File: config.mk
export PLATFORM = sky130hd
export DESIGN_NAME = inter_xbar_flat
export DESIGN_NICKNAME = d
export VERILOG_FILES = /design/src/rtl/inter_xbar_if.sv /design/src/rtl/inter_xbar.sv /design/src/flat_wrapper.sv
export SDC_FILE = /design/constraint.sdc
export NUM_CORES = 1
export LEC_CHECK = 0
export BUFFER_PORTS_ARGS = -buffer_cell sky130_fd_sc_hd__buf_2
export CAP_MARGIN = 20
export CORE_AREA = 3 3 225 227
export CTS_CLUSTER_DIAMETER = 100
export DETAILED_ROUTE_END_ITERATION = 7
export DIE_AREA = 0 0 228 230
export GPL_ROUTABILITY_DRIVEN = 0
export PLACE_DENSITY = 0.45
export SLEW_MARGIN = 20
export SYNTH_ARGS = -nofsm -noshare
export SYNTH_HDL_FRONTEND = slang
export SYNTH_SLANG_ARGS = --single-unit
File: constraint.sdc
create_clock -name clk -period 7.84 [get_ports clk]
set_clock_uncertainty 0.1 [all_clocks]
set_input_delay 1.568 -clock clk [delete_from_list [all_inputs] [get_ports clk]]
set_output_delay 1.568 -clock clk [all_outputs]
set_load 0.01 [all_outputs]
File: src/rtl/inter_xbar_if.sv
// inter_xbar_if -- bundle of every master-side and slave-side bus signal of the
// inter_xbar crossbar.
//
// Signals (per-port arrays are packed, index = port number):
//   master_data_{addr,wdata,be,req,we}_i  requests from the masters
//   master_data_gnt_o                     request accepted this cycle
//   master_data_rvalid_o/rdata_o/err_o    responses to the masters
//   slave_data_{addr,wdata,be,req,we}_o   requests forwarded to the slaves
//   slave_data_gnt_i/rvalid_i/rdata_i     slave handshake and read data
//
// Modports:
//   xbar   - the crossbar itself
//   master - the initiator side (cores, DMA)
//   slave  - the target side (memories, peripherals)
interface inter_xbar_if #(
   parameter int DATA_WIDTH        = 32,
   parameter int MASTER_ADDR_WIDTH = 12,
   parameter int SLAVE_ADDR_WIDTH  = 10,
   parameter int MASTERS           = 4,
   parameter int SLAVES            = 3
);
   logic [MASTERS-1:0][MASTER_ADDR_WIDTH-1:0] master_data_addr_i;
   logic [MASTERS-1:0][DATA_WIDTH-1:0]        master_data_wdata_i;
   logic [MASTERS-1:0][DATA_WIDTH/8-1:0]      master_data_be_i;
   logic [MASTERS-1:0]                        master_data_req_i;
   logic [MASTERS-1:0]                        master_data_we_i;
   logic [MASTERS-1:0]                        master_data_gnt_o;
   logic [MASTERS-1:0]                        master_data_rvalid_o;
   logic [MASTERS-1:0][DATA_WIDTH-1:0]        master_data_rdata_o;
   logic [MASTERS-1:0]                        master_data_err_o;

   logic [SLAVES-1:0][SLAVE_ADDR_WIDTH-1:0]   slave_data_addr_o;
   logic [SLAVES-1:0][DATA_WIDTH-1:0]         slave_data_wdata_o;
   logic [SLAVES-1:0][DATA_WIDTH/8-1:0]       slave_data_be_o;
   logic [SLAVES-1:0]                         slave_data_req_o;
   logic [SLAVES-1:0]                         slave_data_we_o;
   logic [SLAVES-1:0]                         slave_data_gnt_i;
   logic [SLAVES-1:0]                         slave_data_rvalid_i;
   logic [SLAVES-1:0][DATA_WIDTH-1:0]         slave_data_rdata_i;

   modport xbar (
      input  master_data_addr_i, master_data_wdata_i, master_data_be_i,
             master_data_req_i, master_data_we_i,
      output master_data_gnt_o, master_data_rvalid_o, master_data_rdata_o,
             master_data_err_o,
      output slave_data_addr_o, slave_data_wdata_o, slave_data_be_o,
             slave_data_req_o, slave_data_we_o,
      input  slave_data_gnt_i, slave_data_rvalid_i, slave_data_rdata_i
   );

   modport master (
      output master_data_addr_i, master_data_wdata_i, master_data_be_i,
             master_data_req_i, master_data_we_i,
      input  master_data_gnt_o, master_data_rvalid_o, master_data_rdata_o,
             master_data_err_o
   );

   modport slave (
      input  slave_data_addr_o, slave_data_wdata_o, slave_data_be_o,
             slave_data_req_o, slave_data_we_o,
      output slave_data_gnt_i, slave_data_rvalid_i, slave_data_rdata_i
   );
endinterface

File: src/rtl/inter_xbar.sv
// inter_xbar -- pipelined MASTERS x SLAVES data crossbar.
//
// Each slave has a round-robin arbiter and a FIFO recording which master owns
// each in-flight transaction, so a master may keep up to MAX_OUTSTANDING
// requests in flight to one slave. Request and response paths are purely
// combinational; only the bookkeeping (counts, last targets, pointers, FIFOs)
// is registered.
//
// Ports:
//   clk     clock
//   resetn  asynchronous active-low reset
//   bus     inter_xbar_if.xbar -- all master and slave bus signals
//
// Build option: define INTER_DECODE_ERR_EN to answer decode misses with a
// one-cycle error response; otherwise a decode miss is never granted and
// master_data_err_o is tied to 0.
module inter_xbar #(
   parameter int DATA_WIDTH        = 32,
   parameter int MASTER_ADDR_WIDTH = 12,
   parameter int SLAVE_ADDR_WIDTH  = 10,
   parameter int MASTERS           = 4,
   parameter int SLAVES            = 3,
   parameter int MAX_OUTSTANDING   = 4,
   parameter logic [SLAVES*MASTER_ADDR_WIDTH-1:0] SLAVE_ADDR_MATCH = {12'h800, 12'h400, 12'h000},
   parameter logic [SLAVES*MASTER_ADDR_WIDTH-1:0] SLAVE_ADDR_MASK  = {12'hC00, 12'hC00, 12'hC00}
) (
   input logic        clk,
   input logic        resetn,
   inter_xbar_if.xbar bus
);
   localparam int MW = (MASTERS > 1) ? $clog2(MASTERS) : 1;
   localparam int SW = $clog2(SLAVES + 1);
   localparam int CW = $clog2(MAX_OUTSTANDING + 1);
   localparam int FW = (MAX_OUTSTANDING > 1) ? $clog2(MAX_OUTSTANDING) : 1;
   // Target code one past the last slave marks "no slave" / error target.
   localparam logic [SW-1:0] ERR_TGT = SW'(SLAVES);
   localparam logic [CW-1:0] CNT_MAX = CW'(MAX_OUTSTANDING);

   logic [MASTERS-1:0][CW-1:0]                    cnt_q;
   logic [MASTERS-1:0][SW-1:0]                    last_q;
   logic [SLAVES-1:0][MW-1:0]                     ptr_q;
   logic [SLAVES-1:0][MAX_OUTSTANDING-1:0][MW-1:0] fifo_q;
   logic [SLAVES-1:0][FW-1:0]                     wr_q;
   logic [SLAVES-1:0][FW-1:0]                     rd_q;
   logic [SLAVES-1:0][CW-1:0]                     occ_q;

   logic [MASTERS-1:0][SW-1:0]      tgt;
   logic [MASTERS-1:0]              miss;
   logic [SLAVES-1:0][MASTERS-1:0]  sreq;
   logic [SLAVES-1:0]               any_win;
   logic [SLAVES-1:0][MW-1:0]       win;
   logic [SLAVES-1:0]               hs;
   logic [SLAVES-1:0]               pop;
   logic [MASTERS-1:0]              gnt_all;
   logic [MASTERS-1:0]              err_gnt;
   logic [MASTERS-1:0]              rsp;
`ifdef INTER_DECODE_ERR_EN
   logic [MASTERS-1:0]              err_q;
`endif

   function automatic logic [FW-1:0] fifo_next(input logic [FW-1:0] p);
      return (p == FW'(MAX_OUTSTANDING - 1)) ? '0 : p + 1'b1;
   endfunction

   function automatic logic [MW-1:0] master_next(input logic [MW-1:0] m);
      return (m == MW'(MASTERS - 1)) ? '0 : m + 1'b1;
   endfunction

   // Address decode (lowest matching slave wins) and per-slave request vectors.
   always_comb begin
      tgt  = '0;
      miss = '0;
      sreq = '0;
      for (int m = 0; m < MASTERS; m++) begin
         tgt[m]  = ERR_TGT;
         miss[m] = 1'b1;
         for (int s = SLAVES - 1; s >= 0; s--) begin
            if ((bus.master_data_addr_i[m] & SLAVE_ADDR_MASK[s*MASTER_ADDR_WIDTH +: MASTER_ADDR_WIDTH])
                == SLAVE_ADDR_MATCH[s*MASTER_ADDR_WIDTH +: MASTER_ADDR_WIDTH]) begin
               tgt[m]  = SW'(s);
               miss[m] = 1'b0;
            end
         end
      end
      // A master may only stack requests on the slave it last used, which
      // keeps its responses in order without any reorder buffer.
      for (int s = 0; s < SLAVES; s++) begin
         for (int m = 0; m < MASTERS; m++) begin
            sreq[s][m] = bus.master_data_req_i[m] & ~miss[m] & (tgt[m] == SW'(s))
                         & (occ_q[s] != CNT_MAX)
                         & ((cnt_q[m] == '0) | ((last_q[m] == SW'(s)) & (cnt_q[m] < CNT_MAX)));
         end
      end
   end

   // Round-robin arbitration, slave request mux and master grants.
   always_comb begin
      int cand;
      cand    = 0;
      any_win = '0;
      win     = '0;
      hs      = '0;
      gnt_all = '0;
      err_gnt = '0;
      bus.slave_data_req_o   = '0;
      bus.slave_data_addr_o  = '0;
      bus.slave_data_wdata_o = '0;
      bus.slave_data_be_o    = '0;
      bus.slave_data_we_o    = '0;
      for (int s = 0; s < SLAVES; s++) begin
         for (int i = 0; i < MASTERS; i++) begin
            cand = int'(ptr_q[s]) + i;
            if (cand >= MASTERS) cand = cand - MASTERS;
            if (!any_win[s] && sreq[s][cand]) begin
               any_win[s] = 1'b1;
               win[s]     = MW'(cand);
            end
         end
         if (any_win[s]) begin
            bus.slave_data_req_o[s]   = 1'b1;
            bus.slave_data_addr_o[s]  = bus.master_data_addr_i[win[s]][SLAVE_ADDR_WIDTH-1:0];
            bus.slave_data_wdata_o[s] = bus.master_data_wdata_i[win[s]];
            bus.slave_data_be_o[s]    = bus.master_data_be_i[win[s]];
            bus.slave_data_we_o[s]    = bus.master_data_we_i[win[s]];
            hs[s] = bus.slave_data_gnt_i[s];
            if (hs[s]) gnt_all[win[s]] = 1'b1;
         end
      end
`ifdef INTER_DECODE_ERR_EN
      // A decode miss is accepted only from an idle master, so its error
      // response can never collide with a slave response.
      for (int m = 0; m < MASTERS; m++) begin
         err_gnt[m] = bus.master_data_req_i[m] & miss[m] & (cnt_q[m] == '0);
      end
`endif
      gnt_all = gnt_all | err_gnt;
      bus.master_data_gnt_o = gnt_all;
   end

   // Response routing: the FIFO head names the master owning each response.
   always_comb begin
      logic [MASTERS-1:0]                 rv;
      logic [MASTERS-1:0]                 er;
      logic [MASTERS-1:0][DATA_WIDTH-1:0] rd;
      logic [MW-1:0]                      head;
      rv   = '0;
      er   = '0;
      rd   = '0;
      head = '0;
      pop  = '0;
`ifdef INTER_DECODE_ERR_EN
      rv = err_q;
      er = err_q;
`endif
      for (int s = 0; s < SLAVES; s++) begin
         // A response with nothing outstanding (e.g. after reset) is ignored.
         if (bus.slave_data_rvalid_i[s] && (occ_q[s] != '0)) begin
            pop[s]   = 1'b1;
            head     = fifo_q[s][rd_q[s]];
            rv[head] = 1'b1;
            rd[head] = bus.slave_data_rdata_i[s];
         end
      end
      rsp = rv;
      bus.master_data_rvalid_o = rv;
      bus.master_data_rdata_o  = rd;
      bus.master_data_err_o    = er;
   end

   // Bookkeeping registers.
   always_ff @(posedge clk or negedge resetn) begin
      if (!resetn) begin
         cnt_q  <= '0;
         last_q <= '0;
         ptr_q  <= '0;
         wr_q   <= '0;
         rd_q   <= '0;
         occ_q  <= '0;
      end else begin
         for (int m = 0; m < MASTERS; m++) begin
            cnt_q[m] <= cnt_q[m] + CW'(gnt_all[m]) - CW'(rsp[m]);
            if (gnt_all[m]) last_q[m] <= tgt[m];
         end
         for (int s = 0; s < SLAVES; s++) begin
            if (hs[s]) begin
               wr_q[s]  <= fifo_next(wr_q[s]);
               ptr_q[s] <= master_next(win[s]);
            end
            if (pop[s]) rd_q[s] <= fifo_next(rd_q[s]);
            occ_q[s] <= occ_q[s] + CW'(hs[s]) - CW'(pop[s]);
         end
      end
   end

   // FIFO storage needs no reset: occupancy alone decides what is valid.
   always_ff @(posedge clk) begin
      for (int s = 0; s < SLAVES; s++) begin
         if (hs[s]) fifo_q[s][wr_q[s]] <= win[s];
      end
   end

`ifdef INTER_DECODE_ERR_EN
   always_ff @(posedge clk or negedge resetn) begin
      if (!resetn) err_q <= '0;
      else         err_q <= err_gnt;
   end
`endif
endmodule
File: src/flat_wrapper.sv
// flat-port wrapper written by rule: the top's interface ports become plain ports
module inter_xbar_flat 
#(
   parameter int DATA_WIDTH        = 32,
   parameter int MASTER_ADDR_WIDTH = 12,
   parameter int SLAVE_ADDR_WIDTH  = 10,
   parameter int MASTERS           = 4,
   parameter int SLAVES            = 3,
   parameter int MAX_OUTSTANDING   = 4,
   parameter logic [SLAVES*MASTER_ADDR_WIDTH-1:0] SLAVE_ADDR_MATCH = {12'h800, 12'h400, 12'h000},
   parameter logic [SLAVES*MASTER_ADDR_WIDTH-1:0] SLAVE_ADDR_MASK  = {12'hC00, 12'hC00, 12'hC00}
)
  (clk, resetn, bus_master_data_addr_i, bus_master_data_wdata_i, bus_master_data_be_i, bus_master_data_req_i, bus_master_data_we_i, bus_master_data_gnt_o, bus_master_data_rvalid_o, bus_master_data_rdata_o, bus_master_data_err_o, bus_slave_data_addr_o, bus_slave_data_wdata_o, bus_slave_data_be_o, bus_slave_data_req_o, bus_slave_data_we_o, bus_slave_data_gnt_i, bus_slave_data_rvalid_i, bus_slave_data_rdata_i);
  inter_xbar_if #(.DATA_WIDTH(DATA_WIDTH), .MASTER_ADDR_WIDTH(MASTER_ADDR_WIDTH), .SLAVE_ADDR_WIDTH(SLAVE_ADDR_WIDTH), .MASTERS(MASTERS), .SLAVES(SLAVES)) bus_i ();
  input logic clk;
  input logic resetn;
  input wire logic [$bits(bus_i.master_data_addr_i)-1:0] bus_master_data_addr_i;
  input wire logic [$bits(bus_i.master_data_wdata_i)-1:0] bus_master_data_wdata_i;
  input wire logic [$bits(bus_i.master_data_be_i)-1:0] bus_master_data_be_i;
  input wire logic [$bits(bus_i.master_data_req_i)-1:0] bus_master_data_req_i;
  input wire logic [$bits(bus_i.master_data_we_i)-1:0] bus_master_data_we_i;
  output wire logic [$bits(bus_i.master_data_gnt_o)-1:0] bus_master_data_gnt_o;
  output wire logic [$bits(bus_i.master_data_rvalid_o)-1:0] bus_master_data_rvalid_o;
  output wire logic [$bits(bus_i.master_data_rdata_o)-1:0] bus_master_data_rdata_o;
  output wire logic [$bits(bus_i.master_data_err_o)-1:0] bus_master_data_err_o;
  output wire logic [$bits(bus_i.slave_data_addr_o)-1:0] bus_slave_data_addr_o;
  output wire logic [$bits(bus_i.slave_data_wdata_o)-1:0] bus_slave_data_wdata_o;
  output wire logic [$bits(bus_i.slave_data_be_o)-1:0] bus_slave_data_be_o;
  output wire logic [$bits(bus_i.slave_data_req_o)-1:0] bus_slave_data_req_o;
  output wire logic [$bits(bus_i.slave_data_we_o)-1:0] bus_slave_data_we_o;
  input wire logic [$bits(bus_i.slave_data_gnt_i)-1:0] bus_slave_data_gnt_i;
  input wire logic [$bits(bus_i.slave_data_rvalid_i)-1:0] bus_slave_data_rvalid_i;
  input wire logic [$bits(bus_i.slave_data_rdata_i)-1:0] bus_slave_data_rdata_i;
  assign bus_i.master_data_addr_i = bus_master_data_addr_i;
  assign bus_i.master_data_wdata_i = bus_master_data_wdata_i;
  assign bus_i.master_data_be_i = bus_master_data_be_i;
  assign bus_i.master_data_req_i = bus_master_data_req_i;
  assign bus_i.master_data_we_i = bus_master_data_we_i;
  assign bus_master_data_gnt_o = bus_i.master_data_gnt_o;
  assign bus_master_data_rvalid_o = bus_i.master_data_rvalid_o;
  assign bus_master_data_rdata_o = bus_i.master_data_rdata_o;
  assign bus_master_data_err_o = bus_i.master_data_err_o;
  assign bus_slave_data_addr_o = bus_i.slave_data_addr_o;
  assign bus_slave_data_wdata_o = bus_i.slave_data_wdata_o;
  assign bus_slave_data_be_o = bus_i.slave_data_be_o;
  assign bus_slave_data_req_o = bus_i.slave_data_req_o;
  assign bus_slave_data_we_o = bus_i.slave_data_we_o;
  assign bus_i.slave_data_gnt_i = bus_slave_data_gnt_i;
  assign bus_i.slave_data_rvalid_i = bus_slave_data_rvalid_i;
  assign bus_i.slave_data_rdata_i = bus_slave_data_rdata_i;
  inter_xbar #(.DATA_WIDTH(DATA_WIDTH), .MASTER_ADDR_WIDTH(MASTER_ADDR_WIDTH), .SLAVE_ADDR_WIDTH(SLAVE_ADDR_WIDTH), .MASTERS(MASTERS), .SLAVES(SLAVES), .MAX_OUTSTANDING(MAX_OUTSTANDING), .SLAVE_ADDR_MATCH(SLAVE_ADDR_MATCH), .SLAVE_ADDR_MASK(SLAVE_ADDR_MASK)) u_core (.clk(clk), .resetn(resetn), .bus(bus_i));
endmodule
==> results of run 1 <==
## layout by cell type (no fill, tap or decap), types with 12 or more instances in the layout
cell type / netlist / routed
and3_1: 12 / 12
buf_2: 32 / 583
buf_4: 13 / 25
inv_1: 53 / 53
nand2_1: 157 / 155
diode_2: 0 / 14
a22oi_1: 128 / 128
nor2_1: 20 / 14
o22ai_1: 143 / 143
o21ai_1: 19 / 19
edfxtp_1: 24 / 24
ha_1: 41 / 41
mux2i_1: 283 / 283
xnor2_1: 13 / 13
dfrtp_1: 47 / 47
o21ai_0: 125 / 124
## logic make-up (layout without fill, tap and decap cells)
logic type	Yosys count	in the layout
xor gates and xnor gates	14	14
other	1	18
AOI/OAI and AO/OA	461	461
adders and majority gates	48	48
buffers and inverters	180	681
and+or+nand+nor	251	251
DFF	71	71
muxes	297	297
## report_power, final
group	internal (mW)	switching, mW
Clock	0.221	0.158
Combinational	1.14	1.88
Sequential	0.526	0.145
Total	1.89	2.18
## metrics by stage
stage          power, mW  util [%]  instance area (um2)  worst slack (ns)
5_1_grt             4.39      29.7                14500              1.40
6_report            4.07      29.7                14500              1.54
2_1_floorplan       2.45         -                10800              2.22
3_5_place_dp        3.71      29.1                14200              1.53
4_1_cts             4.10      29.6                14500              1.50
3_3_place_gp        3.67      29.1                14200              1.39
## layout make-up
class                           count  area (um2)
Antenna cell                       14        35.0
Timing Repair Buffer              611        3170
Multi-Input combinational cell   1075        8100
Clock buffer                       12         246
Fill cell                        5437       34300
Inverter                           54         203
Tap cell                          664         831
Sequential cell                    71        1900
Clock inverter                      4        22.5
## critical path: cells and delay by family
family                 cells  cell delay, ns
multiplexers               1            0.17
buffers and inverters      3            0.78
AO/OA/AOI/OAI              4            1.48
AND/OR/NAND/NOR            1            0.42
## per-layer routing
metal | up-vias | track usage [%] | share of wire, %
met5 | - | 0 | 0.20
met4 | 18 | 10.0 | 5.2
met3 | 131 | 5.04 | 7.8
met2 | 684 | 38.9 | 50
met1 | 6303 | 22.6 | 36
li1 | 6042 | - | -
## how the worst max path moves through the flow
stage / slack (ns) / depth (start not counted) / end
after global routing: 1.40 / 10 / bus_master_data_gnt_o[0]
after global placement: 1.39 / 8 / bus_slave_data_wdata_o[13]
after CTS: 1.50 / 10 / bus_master_data_gnt_o[2]
final: 1.54 / 9 / bus_slave_data_wdata_o[82]
after detailed placement: 1.53 / 10 / bus_master_data_gnt_o[2]
after floorplan: 2.22 / 10 / bus_master_data_gnt_o[3]
## flip-flops by register name (all words and copies together), names as in the netlist
signal and flops:
u_core.fifo_q 24, u_core.ptr_q 6, u_core.last_q 8, u_core.rd_q 6, u_core.cnt_q 12, u_core.occ_q 9, u_core.wr_q 6
==> key figures, run 1 <==
Min path
  – Min-Delay Path Class: reg2reg
  – Worst Hold End: u_core.cnt_q[2]
  – Cells on Worst Hold Path: 1
  – Hold_sp: u_core.cnt_q[2]

Synth
  – Syn_area_per_cell: 8.12 um2
  – Post-synth top flop: dfrtp_1
  – Largest family of logic cells by synthesized area: multiplexers
  – Cell variety after synth: 71
  – Synth top cells by count: mux2i_1, nand2_1, o22ai_1
  – Area share of the largest cell type after synthesis: 26.4%
  – Post-synthesis sequential area ratio: 17.6%
  – Synth warnings: 0
  – Share of synthesized flip-flops with an asynchronous set or reset: 66.2%
  – Xor-xnor portion of the synthesized cell area: 1.14%
  – Most area-consuming cells after synthesis: mux2i_1, dfrtp_1, a22oi_1
  – EDFF count, synth: 24
  – Post-synthesis mux area share: 28.5%
  – Count leader, synth: mux2i_1
  – Synthesized instance count: 1,323
  – Area share of and/or/nand/nor cells after synthesis: 11.1%
  – Synth Cell Area: 10,700 um2
  – Yosys top cell by area: mux2i_1
  – Synth Area in Compound Gates: 27.6%
  – Synth Area in Adders: 6.08%
  – FF+latch count, synth: 71

Die
  – # rows: 81
  – Core area: 48,800 um2
  – Die Span Y: 230 um
  – Die area: 52,400 um2
  – Overall die width: 228 um
  – I/O pin count: 588
  – Starting Density: 22.0%

Clock tree
  – Setup bufs post-CTS: 0
  – Longest Clk Path Bufs: 2
  – Hold_buf cts: 0
  – Clock latency on the worst-skew pair: 0.34 ns
  – CTS H-tree depth: 3
  – TritonCTS buffer count: 9
  – CTS Sinks: 71
  – Cells resized by post-CTS repair: 0
  – CTS clk-pin slew, worst paths: 0.06 ns
  – CTS tree: built
  – Root Buffer: clkbuf_16

Drt
  – WL/cell: 23.4 um
  – DRT iter0 DRCs: 823
  – TritonRoute pass-1 iters: 7
  – Via count: 13.2k
  – DRC: 0
  – Drt total wl: 58.7 mm
  – Via density: 5.26
  – Post-DRT Antenna Nets: 0

Setup path
  – Critical Setup Path Class: in2out
  – Arrival @ worst endpoint: 4.63 ns
  – FF-to-FF End: u_core.cnt_q[2]
  – Cells along the critical path: buf_2 > or3b_4 > a211o_1 > o22a_1 > o211ai_1 > buf_12 > mux2i_1 > o22ai_1 > buf_2
  – Max incr delay on CP: 0.55 ns
  – Slowest CP cell: o22ai_1
  – Startpoint Class: input pin
  – Required time of the critical path: 6.17 ns
  – Worst r2r src: u_core.cnt_q[2]
  – Worst R2R Path Depth: 15
  – Register-to-register setup slack: 3.26 ns
  – Setup crit end kind: output port
  – Critical path origin: bus_master_data_addr_i[10]
  – Worst-path fanout max: 94
  – Most frequent CP cell: buf_2

STA
  – Slew @ Worst Pin: 1.11 ns
  – Setup_tns: 0 ns
  – Final setup fails: 0
  – Fin crit period: 6.30 ns
  – Unrepaired setup endpoints after global routing: false
  – Final Hold Fails: 0
  – Max-slew violations: 0
  – Final Cycle Share: 80.4%
  – Slew HR: 26.2%
  – WHS: 0.398 ns
  – Max Clk Rate: 159 MHz

Flow run
  – Max cap viols: 0

Placed design
  – Placed Cells: 2,475
  – Post-DP HPWL: 45.9 mm
  – Port-buffer cells: 583

GRT
  – Largest net degree at the start of global routing: 95
  – GR Overflow Total: 0
  – Total track usage: 21.1%
  – Initial antenna violation count: 36
  – Global-route wire length before repair: 86.2 mm
  – Vias in the first global route: 13.1k

Power and ir drop
  – Peak VDD IR: 0.133 mV
  – Pleak: 7.61 nW
  – PD cells: 281 nW/um2

Run status
  – Status: completed

Finish
  – Ratio of cells with drive above 1 in the final layout: 36.5%
  – P&R area growth vs syn: 34.9%
  – Final Non-Filler Cells: 2,505
  – Final layout net count: 2,174
Power figures use the tool's default switching activity.
==> run 2: changes to the inputs <==
--- a/config.mk
+++ b/config.mk
@@ -7,12 +7,12 @@
 export LEC_CHECK = 0
 export BUFFER_PORTS_ARGS = -buffer_cell sky130_fd_sc_hd__buf_2
 export CAP_MARGIN = 20
-export CORE_AREA = 3 3 225 227
+export CORE_AREA = 3 3 226 228
 export CTS_CLUSTER_DIAMETER = 100
 export DETAILED_ROUTE_END_ITERATION = 7
-export DIE_AREA = 0 0 228 230
+export DIE_AREA = 0 0 229 231
 export GPL_ROUTABILITY_DRIVEN = 0
-export PLACE_DENSITY = 0.45
+export PLACE_DENSITY = 0.46
 export SLEW_MARGIN = 20
 export SYNTH_ARGS = -nofsm -noshare
 export SYNTH_HDL_FRONTEND = slang
==> constraint.sdc (replaced) <==
create_clock -name clk -period 5.2 [get_ports clk]
set_clock_uncertainty 0.1 [all_clocks]
set_input_delay 1.04 -clock clk [delete_from_list [all_inputs] [get_ports clk]]
set_output_delay 1.04 -clock clk [all_outputs]
set_load 0.01 [all_outputs]
==> run 2 against run 1 <==
Net effect:
- clock-buffer cell count is 2 lower
- register-to-register slack worse by 2.4 ns
- via count decreased by 0.43%
- first-iteration DRC count grew 8.3%
- critical path type unchanged
- sequential power grew 51%
- routed wire length is 1.2% lower
- largest power group unchanged
- sequential cell count did not move
- cell count increased by 0.64%
==> key figures, run 2 (synthesis gave the netlist of run 1 again) <==
Clock tree
  – Longest Clk Path Bufs: 2
  – CTS clk-pin slew, worst paths: 0.05 ns
  – CTS tree: built
  – TritonCTS buffer count: 9
  – Root Buffer: clkbuf_16
  – Hold_buf cts: 0
  – CTS H-tree depth: 3
  – Clock latency on the worst-skew pair: 0.33 ns
  – CTS Sinks: 71

Run status
  – Status: completed

GRT
  – Total track usage: 20.5%
  – Global-route wire length before repair: 84.7 mm
  – GR Overflow Total: 0
  – Vias in the first global route: 13.0k
  – Largest net degree at the start of global routing: 63
  – Initial antenna violation count: 20

Finish
  – Commonest cells after routing, fill and taps aside: buf_2, mux2i_1, nand2_1
  – Final Non-Filler Cells: 2,521
  – Reg area: 1900 um2
  – Most common cell after layout, fill and taps aside: buf_2
  – Final layout net count: 2,195
  – Final Util: 30.2%
  – P&R area growth vs syn: 37.9%
  – Largest register FFs: 24
  – Area of the multi-input gates: 8120 um2
  – Fill count: 5,405
  – Ratio of cells with drive above 1 in the final layout: 37.3%

Drt
  – DRC: 0
  – Post-DRT Antenna Nets: 0
  – Via density: 5.20
  – Via count: 13.1k
  – TritonRoute pass-1 iters: 5
  – Drt total wl: 58.0 mm
  – DRT iter0 DRCs: 891
  – WL/cell: 23.0 um

STA
  – WHS: 0.398 ns
  – Max Clk Rate: 195 MHz
  – Slew @ Worst Pin: 0.835 ns
  – Max-slew violations: 0
  – Fin crit period: 5.12 ns
  – Final setup fails: 0
  – Slew HR: 43.8%
  – Unrepaired setup endpoints after global routing: true
  – Final Hold Fails: 0
  – Post-route setup slack: 0.0768 ns
  – Final Cycle Share: 98.5%

Die
  – I/O pin count: 588
  – Overall die width: 229 um
  – Die Span Y: 231 um
  – # rows: 81
  – Starting Density: 21.9%
  – Die area: 52,900 um2
  – Core area: 49,100 um2

Setup path
  – Setup crit end kind: output port
  – Startpoint Class: input pin
  – Worst-path fanout max: 32
  – Required time of the critical path: 4.06 ns
  – Arrival @ worst endpoint: 3.98 ns
  – Critical Setup Path Class: in2out

Power and ir drop
  – Pleak: 7.78 nW
  – Tot Pwr: 6.25 mW
  – Peak VDD IR: 0.195 mV
  – PD cells: 422 nW/um2

Placed design
  – Placed Cells: 2,496
  – Dpl ws: -0.127 ns
  – Port-buffer cells: 583
  – Post-DP HPWL: 46.1 mm

Flow run
  – Max cap viols: 0

Min path
  – Min-Delay Path Class: reg2reg
[run 2: cell types whose count changed in the layout (fill, tap and decap cells not counted), moves of 3 or more]
cell and delta:
diode_2 -5, buf_12 +11, buf_4 +9, o22ai_1 -3, o22ai_2 +3, clkinv_1 +3
[run 2: timing repair]
action / CTS / global route
pin swaps: 0 / 0
resized for setup: 1 / 4
buffers inserted: 0 / 0
endpoints found under the setup margin: 6 / 9
[run 2: worst paths after layout]
check,startpoint,to,slack [ns],depth (start not counted)
hold / removal,u_core.occ_q[2],u_core.occ_q[2],0.40,1
setup / recovery,bus_master_data_addr_i[10],bus_slave_data_wdata_o[82],0.08,9
max in group asynchronous,resetn,u_core.wr_q[0],3.84,2
min in group asynchronous,resetn,u_core.last_q[4],0.71,2
hold reg to reg,u_core.occ_q[2],u_core.occ_q[2],0.40,1
setup reg to reg,u_core.cnt_q[2],u_core.cnt_q[11],0.88,16
[run 2: final cells by class]
cell class | instances | area share [%]
Tap cell | 664 | 5.61
Sequential cell | 71 | 12.8
Clock inverter | 6 | 0.346
Multi-Input combinational cell | 1075 | 54.8
Inverter | 54 | 1.37
Antenna cell | 9 | 0.152
Clock buffer | 10 | 1.54
Timing Repair Buffer | 632 | 23.4
[run 2: routing by layer]
layer	wire [um]	share of wire, %	global-route usage, %
met5	100	0.17	0
met4	3030	5.2	9.45
met3	4730	8.1	4.84
met2	28600	49	37.0
met1	21600	37	22.9
[run 2: per-stage QoR]
stage               TNS [ns]  instance area [um2]
detailed placement    -0.519                14500
global route         -0.0363                14800
CTS                        0                14800
floorplan                  0                10800
global placement      -0.414                14500
finish                     0                14800
[run 2: where the power goes]
part           switching (mW)  internal [mW]
sequential              0.218          0.793
combinational            2.84           1.81
clock                   0.226          0.365
total                    3.29           2.96
[run 2: critical path: stages]
cell and delay, ns:
buf_2 0.11, or3b_4 0.41, a211o_1 0.37, or3b_1 0.37
a31oi_1 0.32, nand3_4 0.30, buf_4 0.37, o22ai_1 0.44
buf_2 0.23
